$ cat config.mk
export PLATFORM = sky130hd
export DESIGN_NAME = mcs_fpro_bridge_wt
export DESIGN_NICKNAME = d
export VERILOG_FILES = /design/src/rtl/mcs_fpro_bridge_wt.sv
export SDC_FILE = /design/constraint.sdc
export NUM_CORES = 1
export LEC_CHECK = 0
export CORE_MARGIN = 2
export CORE_UTILIZATION = 37
export DETAILED_ROUTE_END_ITERATION = 7
export GPL_ROUTABILITY_DRIVEN = 0
export PLACE_DENSITY = 0.77
export REMOVE_ABC_BUFFERS = 1
export SYNTH_ARGS = -nofsm -noshare
export SYNTH_HDL_FRONTEND = slang
export SYNTH_SLANG_ARGS = --single-unit
$ cat constraint.sdc
create_clock -name clk -period 3.1 [get_ports clk]
set_input_delay 0.465 -clock clk [delete_from_list [all_inputs] [get_ports clk]]
set_output_delay 0.465 -clock clk [all_outputs]
set_load 0.02 [all_outputs]
$ cat src/rtl/mcs_fpro_bridge_wt.sv
// MCS IO bus to FPro MMIO/video bridge: registers each access, decodes the window,
// waits RD_LAT cycles for slave read data and answers every strobe with one io_ready.
module mcs_fpro_bridge_wt #(
   parameter logic [31:0] BRG_BASE = 32'hc000_0000,
   parameter int          RD_LAT   = 1,
   parameter bit          VIDEO_EN = 1'b1,
   parameter logic [31:0] ERR_DATA = 32'hdead_beef
) (
   input  logic        clk,
   input  logic        reset,
   input  logic        io_addr_strobe,
   input  logic        io_read_strobe,
   input  logic        io_write_strobe,
   input  logic [3:0]  io_byte_enable,
   input  logic [31:0] io_address,
   input  logic [31:0] io_write_data,
   output logic [31:0] io_read_data,
   output logic        io_ready,
   output logic        fp_mmio_cs,
   output logic        fp_video_cs,
   output logic        fp_wr,
   output logic        fp_rd,
   output logic [20:0] fp_addr,
   output logic [31:0] fp_wr_data,
   output logic [3:0]  fp_be,
   input  logic [31:0] fp_rd_data,
   output logic        busy,
   output logic [7:0]  err_cnt
);

   typedef enum logic [1:0] {IDLE, ISSUE, RWAIT, DONE} state_t;

   localparam logic [2:0] LAT_M1 = (RD_LAT > 0) ? 3'(RD_LAT - 1) : 3'd0;

   state_t     state, state_next;
   logic       req_wr, req_map;
   logic [2:0] lat_cnt;
   logic       accept, in_win, dec_mmio, dec_video, dec_map;
   logic       load_err, load_slave;

   // The address strobe carries no information beyond the read/write strobes.
   logic unused_ok;
   assign unused_ok = ^{io_addr_strobe, io_address[1:0]};

   assign in_win    = (io_address[31:24] == BRG_BASE[31:24]);
   assign dec_mmio  = in_win & ~io_address[23];
   assign dec_video = in_win & io_address[23] & VIDEO_EN;
   assign dec_map   = dec_mmio | dec_video;
   assign accept    = (state == IDLE) & (io_read_strobe | io_write_strobe);

   always_ff @(posedge clk or posedge reset) begin
      if (reset) state <= IDLE;
      else       state <= state_next;
   end

   always_comb begin
      state_next = state;
      load_err   = 1'b0;
      load_slave = 1'b0;
      case (state)
         IDLE:  if (accept) state_next = ISSUE;
         ISSUE: begin
            if (!req_wr && req_map && RD_LAT != 0) state_next = RWAIT;
            else                                    state_next = DONE;
            load_err   = !req_wr && !req_map;
            load_slave = !req_wr && req_map && RD_LAT == 0;
         end
         RWAIT: if (lat_cnt == 3'd0) begin
            state_next = DONE;
            load_slave = 1'b1;
         end
         DONE:  state_next = IDLE;
         default: state_next = IDLE;
      endcase
   end

   // Strobe pulses are computed from the decode in IDLE so they land in ISSUE as registers.
   always_ff @(posedge clk or posedge reset) begin
      if (reset) begin
         req_wr       <= 1'b0;
         req_map      <= 1'b0;
         lat_cnt      <= 3'd0;
         io_read_data <= 32'd0;
         io_ready     <= 1'b0;
         fp_mmio_cs   <= 1'b0;
         fp_video_cs  <= 1'b0;
         fp_wr        <= 1'b0;
         fp_rd        <= 1'b0;
         fp_addr      <= 21'd0;
         fp_wr_data   <= 32'd0;
         fp_be        <= 4'd0;
         busy         <= 1'b0;
         err_cnt      <= 8'd0;
      end else begin
         io_ready    <= (state_next == DONE);
         busy        <= (state_next != IDLE);
         fp_mmio_cs  <= accept & dec_mmio;
         fp_video_cs <= accept & dec_video;
         fp_wr       <= accept & io_write_strobe & dec_map;
         fp_rd       <= accept & ~io_write_strobe & dec_map;
         if (accept) begin
            req_wr     <= io_write_strobe;
            req_map    <= dec_map;
            fp_addr    <= io_address[22:2];
            fp_wr_data <= io_write_data;
            fp_be      <= io_byte_enable;
         end
         if (state == ISSUE) lat_cnt <= LAT_M1;
         else if (state == RWAIT && lat_cnt != 3'd0) lat_cnt <= lat_cnt - 3'd1;
         if (state == ISSUE && !req_map && err_cnt != 8'hff) err_cnt <= err_cnt + 8'd1;
         if (load_err)        io_read_data <= ERR_DATA;
         else if (load_slave) io_read_data <= fp_rd_data;
      end
   end

endmodule

==> load_flow_metrics.sql <==
INSERT INTO impl_metrics (metric_group, metric, value, unit) VALUES
('timing', 'clock_skew', '0.00470', 'ns'),
('floorplan', 'core-area', '0.0114', 'mm2'),
('placed_design', 'portBuffers', '204', ''),
('worst_setup_path', 'max_stage_delay', '0.64', 'ns'),
('route', 'drt_drc_violations_left', '0', ''),
('global_route', 'wire_length_of_the_first_global_routing_pass', '17000', 'um'),
('floorplan', 'die_width', '112', 'um'),
('synth', 'netlist_area', '0.00432', 'mm2'),
('route', 'wl', '10300', 'um'),
('timing', 'achievable-frequency', '529', 'MHz'),
('clock_network', 'cts_buffer_depth', '2', ''),
('global_route', 'grt_pass1_vias', '3479', ''),
('worst_setup_path', 'worst-path-buf-inv', '1', ''),
('global_route', 'grt_antenna_before_repair', '0', ''),
('worst_setup_path', 'cp_data_required_time', '2.63', 'ns'),
('timing', 'report.final.hold_viol_count', '0', ''),
('clock_network', 'ctsResizeCount', '0', ''),
('route', 'detailedRoute.firstPassIterationCount', '4', ''),
('timing', 'grt_setup_unrepaired', 'no', ''),
('timing', 'min_period_over_period', '60.9', '%'),
('placed_design', 'post-place-ws', '1.05', 'ns'),
('synth', 'biggest_area_consumer_among_synthesized_cells', 'sky130_fd_sc_hd__dfrtp_1', ''),
('layout', 'final_nets', '608', ''),
('clock_network', 'skew_pair_late_insertion_delay', '0.34', 'ns'),
('timing', 'period_needed', '1.89', 'ns'),
('timing', 'post-route-worst-setup-slack', '1.21', 'ns'),
('floorplan', 'total_die_area', '0.0126', 'mm2'),
('synth', 'post_synth_main_area_contributors', 'sky130_fd_sc_hd__dfrtp_1 (64%), sky130_fd_sc_hd__mux2_2 (15%), sky130_fd_sc_hd__o22a_1 (4.9%)', ''),
('timing', 'relSlewSlack', '59.4', '%'),
('worst_setup_path', 'crit_arrival', '1.42', 'ns'),
('worst_setup_path', 'timing.critical_path.from', 'err_cnt[3]$_DFFE_PP0P_', ''),
('global_route', 'grt_max_degree', '69', ''),
('layout', 'stdcell_count', '645', ''),
('synth', 'synth_top_flop_cell', 'sky130_fd_sc_hd__dfrtp_1', ''),
('worst_setup_path', 'timing.critical_path.slowest_stage_cell', 'sky130_fd_sc_hd__clkdlybuf4s50_1', ''),
('clock_network', 'cts_root_buf', 'sky130_fd_sc_hd__clkbuf_16', ''),
('route', 'route.detailed.vias_per_inst', '4.88', ''),
('synth', 'post-synth-top-area-fraction', '63.7', '%'),
('placed_design', 'detailedPlacementHpwl', '7610', 'um'),
('synth', 'seq_cells_post_synth', '110', ''),
('placed_design', 'place.detailed.instances', '629', ''),
('route', 'dr.first_iter.drc_count', '120', ''),
('timing', 'setup_violations', '0', ''),
('clock_network', 'tritoncts.num_buffers', '9', ''),
('synth', 'synthesized_instance_count', '288', ''),
('worst_setup_path', 'critical_path.endpoint_type', 'output pin', ''),
('layout', 'area_growth', '56.6', '%'),
('synth', 'async_flop_share', '100', '%'),
('worst_setup_path', 'worstPathCellList', 'clkdlybuf4s50_1', ''),
('synth', 'avgSynthCellArea', '15.0', 'um2'),
('clock_network', 'cts_hold_repair.buffers', '0', ''),
('power_and_ir_drop', 'p_total', '7.05', 'mW'),
('timing', 'setup_total_negative_slack', '0', 'ns'),
('layout', 'post_route_cells_drive_above_1_share', '17.7', '%'),
('power_and_ir_drop', 'peakVddDrop', '484', 'uV'),
('synth', 'total_number_of_yosys_warnings', '0', ''),
('worst_setup_path', 'critPathMaxFanout', '7', ''),
('synth', 'synth_most_common_cell', 'sky130_fd_sc_hd__dfrtp_1', ''),
('worst_setup_path', 'timing.reg2reg.setup_slack', '1.38', 'ns'),
('hold_path', 'min_path_type', 'input port to asynchronous set/reset pin', ''),
('route', 'routed-via-count', '3150', ''),
('flow_run', 'cap_viol_max_count', '0', ''),
('route', 'routed_wire_length_per_instance', '15.9', 'um'),
('floorplan', 'die_h', '112', 'um'),
('power_and_ir_drop', 'power.density_cell_area', '1040', 'mW/mm2'),
('status', 'run_status', 'finished, final reports clean', ''),
('worst_setup_path', 'critical_path.startpoint_type', 'register', ''),
('worst_setup_path', 'critical-path-top-delay-family', 'buffers and inverters', ''),
('layout', 'design_area', '0.00676', 'mm2'),
('placed_design', 'placed_cell_area', '0.00647', 'mm2'),
('timing', 'report.final.slew_viol_count', '0', '');
==> logic make-up (layout without fill, tap and decap cells) <==
family,count (synthesis),count (layout),share of synthesized area (%)
muxes,60,60,15.7
AOI/OAI and AO/OA,49,49,9.67
DFF,110,110,63.7
xor gates and xnor gates,2,2,0.406
adders and majority gates,6,6,1.74
buffers and inverters,17,231,3.21
and+or+nand+nor,44,44,5.56
==> per-layer routing <==
layer | GRT usage, % | vias to the layer above | wire, um
met5 | 0 | - | 0
met4 | 6.10 | 0 | 162
met3 | 5.99 | 11 | 882
met2 | 28.6 | 136 | 5090
met1 | 19.4 | 1559 | 4150
li1 | - | 1444 | -
==> worst paths after layout <==
check                                                     to  cells past startpoint
worst min register to register  io_read_data[25]$_DFFE_PP0P_                      1
max in group asynchronous         fp_wr_data[13]$_DFFE_PP0P_                      3
min in group clk                io_read_data[25]$_DFFE_PP0P_                      1
worst max register to register     fp_wr_data[5]$_DFFE_PP0P_                      5
worst max-delay path                              err_cnt[3]                      1
worst min-delay path              fp_wr_data[10]$_DFFE_PP0P_                      2
==> sequential cells by signal, summed over array words and instances, names as in the netlist <==
register	count
err_cnt	8
state	2
fp_video_cs	1
fp_rd	1
lat_cnt	3
fp_addr	21
fp_wr	1
busy	1
io_ready	1
io_read_data	32
fp_be	4
fp_wr_data	32
req_wr	1
req_map	1
fp_mmio_cs	1
==> placed cells by master (no fill, tap or decap), types with 2 or more instances in the layout <==
master,count
sky130_fd_sc_hd__clkdlybuf4s50_1,204
sky130_fd_sc_hd__dfrtp_1,110
sky130_fd_sc_hd__mux2_2,58
sky130_fd_sc_hd__o22a_1,24
sky130_fd_sc_hd__nand2_1,12
sky130_fd_sc_hd__nor2_1,9
sky130_fd_sc_hd__clkbuf_16,9
sky130_fd_sc_hd__a22o_1,8
sky130_fd_sc_hd__a21oi_1,7
sky130_fd_sc_hd__inv_1,6
sky130_fd_sc_hd__ha_1,6
sky130_fd_sc_hd__o21ai_4,3
sky130_fd_sc_hd__nor2_2,3
sky130_fd_sc_hd__nand3_1,3
sky130_fd_sc_hd__buf_4,3
sky130_fd_sc_hd__nand2b_1,2
sky130_fd_sc_hd__xnor2_1,2
sky130_fd_sc_hd__nor2b_1,2
sky130_fd_sc_hd__and3_1,2
sky130_fd_sc_hd__a31oi_1,2
sky130_fd_sc_hd__clkinv_2,2
sky130_fd_sc_hd__inv_6,2
sky130_fd_sc_hd__clkbuf_1,2
==> metrics by stage <==
step / util (%) / hold slack [ns]
6_report: 59.2 / 0.393
5_1_grt: 59.2 / 0.406
4_1_cts: 59.2 / 0.385
3_5_place_dp: 56.7 / 0.477
3_3_place_gp: 56.7 / 0.470
2_1_floorplan: - / 0.492
==> power breakdown <==
part	switching, mW	leakage [nW]	internal, mW
Sequential	0.355	1.29	2.06
Clock	0.507	0.144	0.631
Combinational	1.66	1.37	1.83
==> layout make-up <==
type / count / area [um2] / share of cell area [%]
Sequential cell: 110 / 2750 / 40.7
Timing Repair Buffer: 208 / 2080 / 30.8
Multi-Input combinational cell: 161 / 1430 / 21.1
Clock buffer: 11 / 233 / 3.44
Tap cell: 143 / 179 / 2.65
Clock inverter: 5 / 57.6 / 0.851
Inverter: 7 / 28.8 / 0.425
Power figures use the tool's default switching activity.
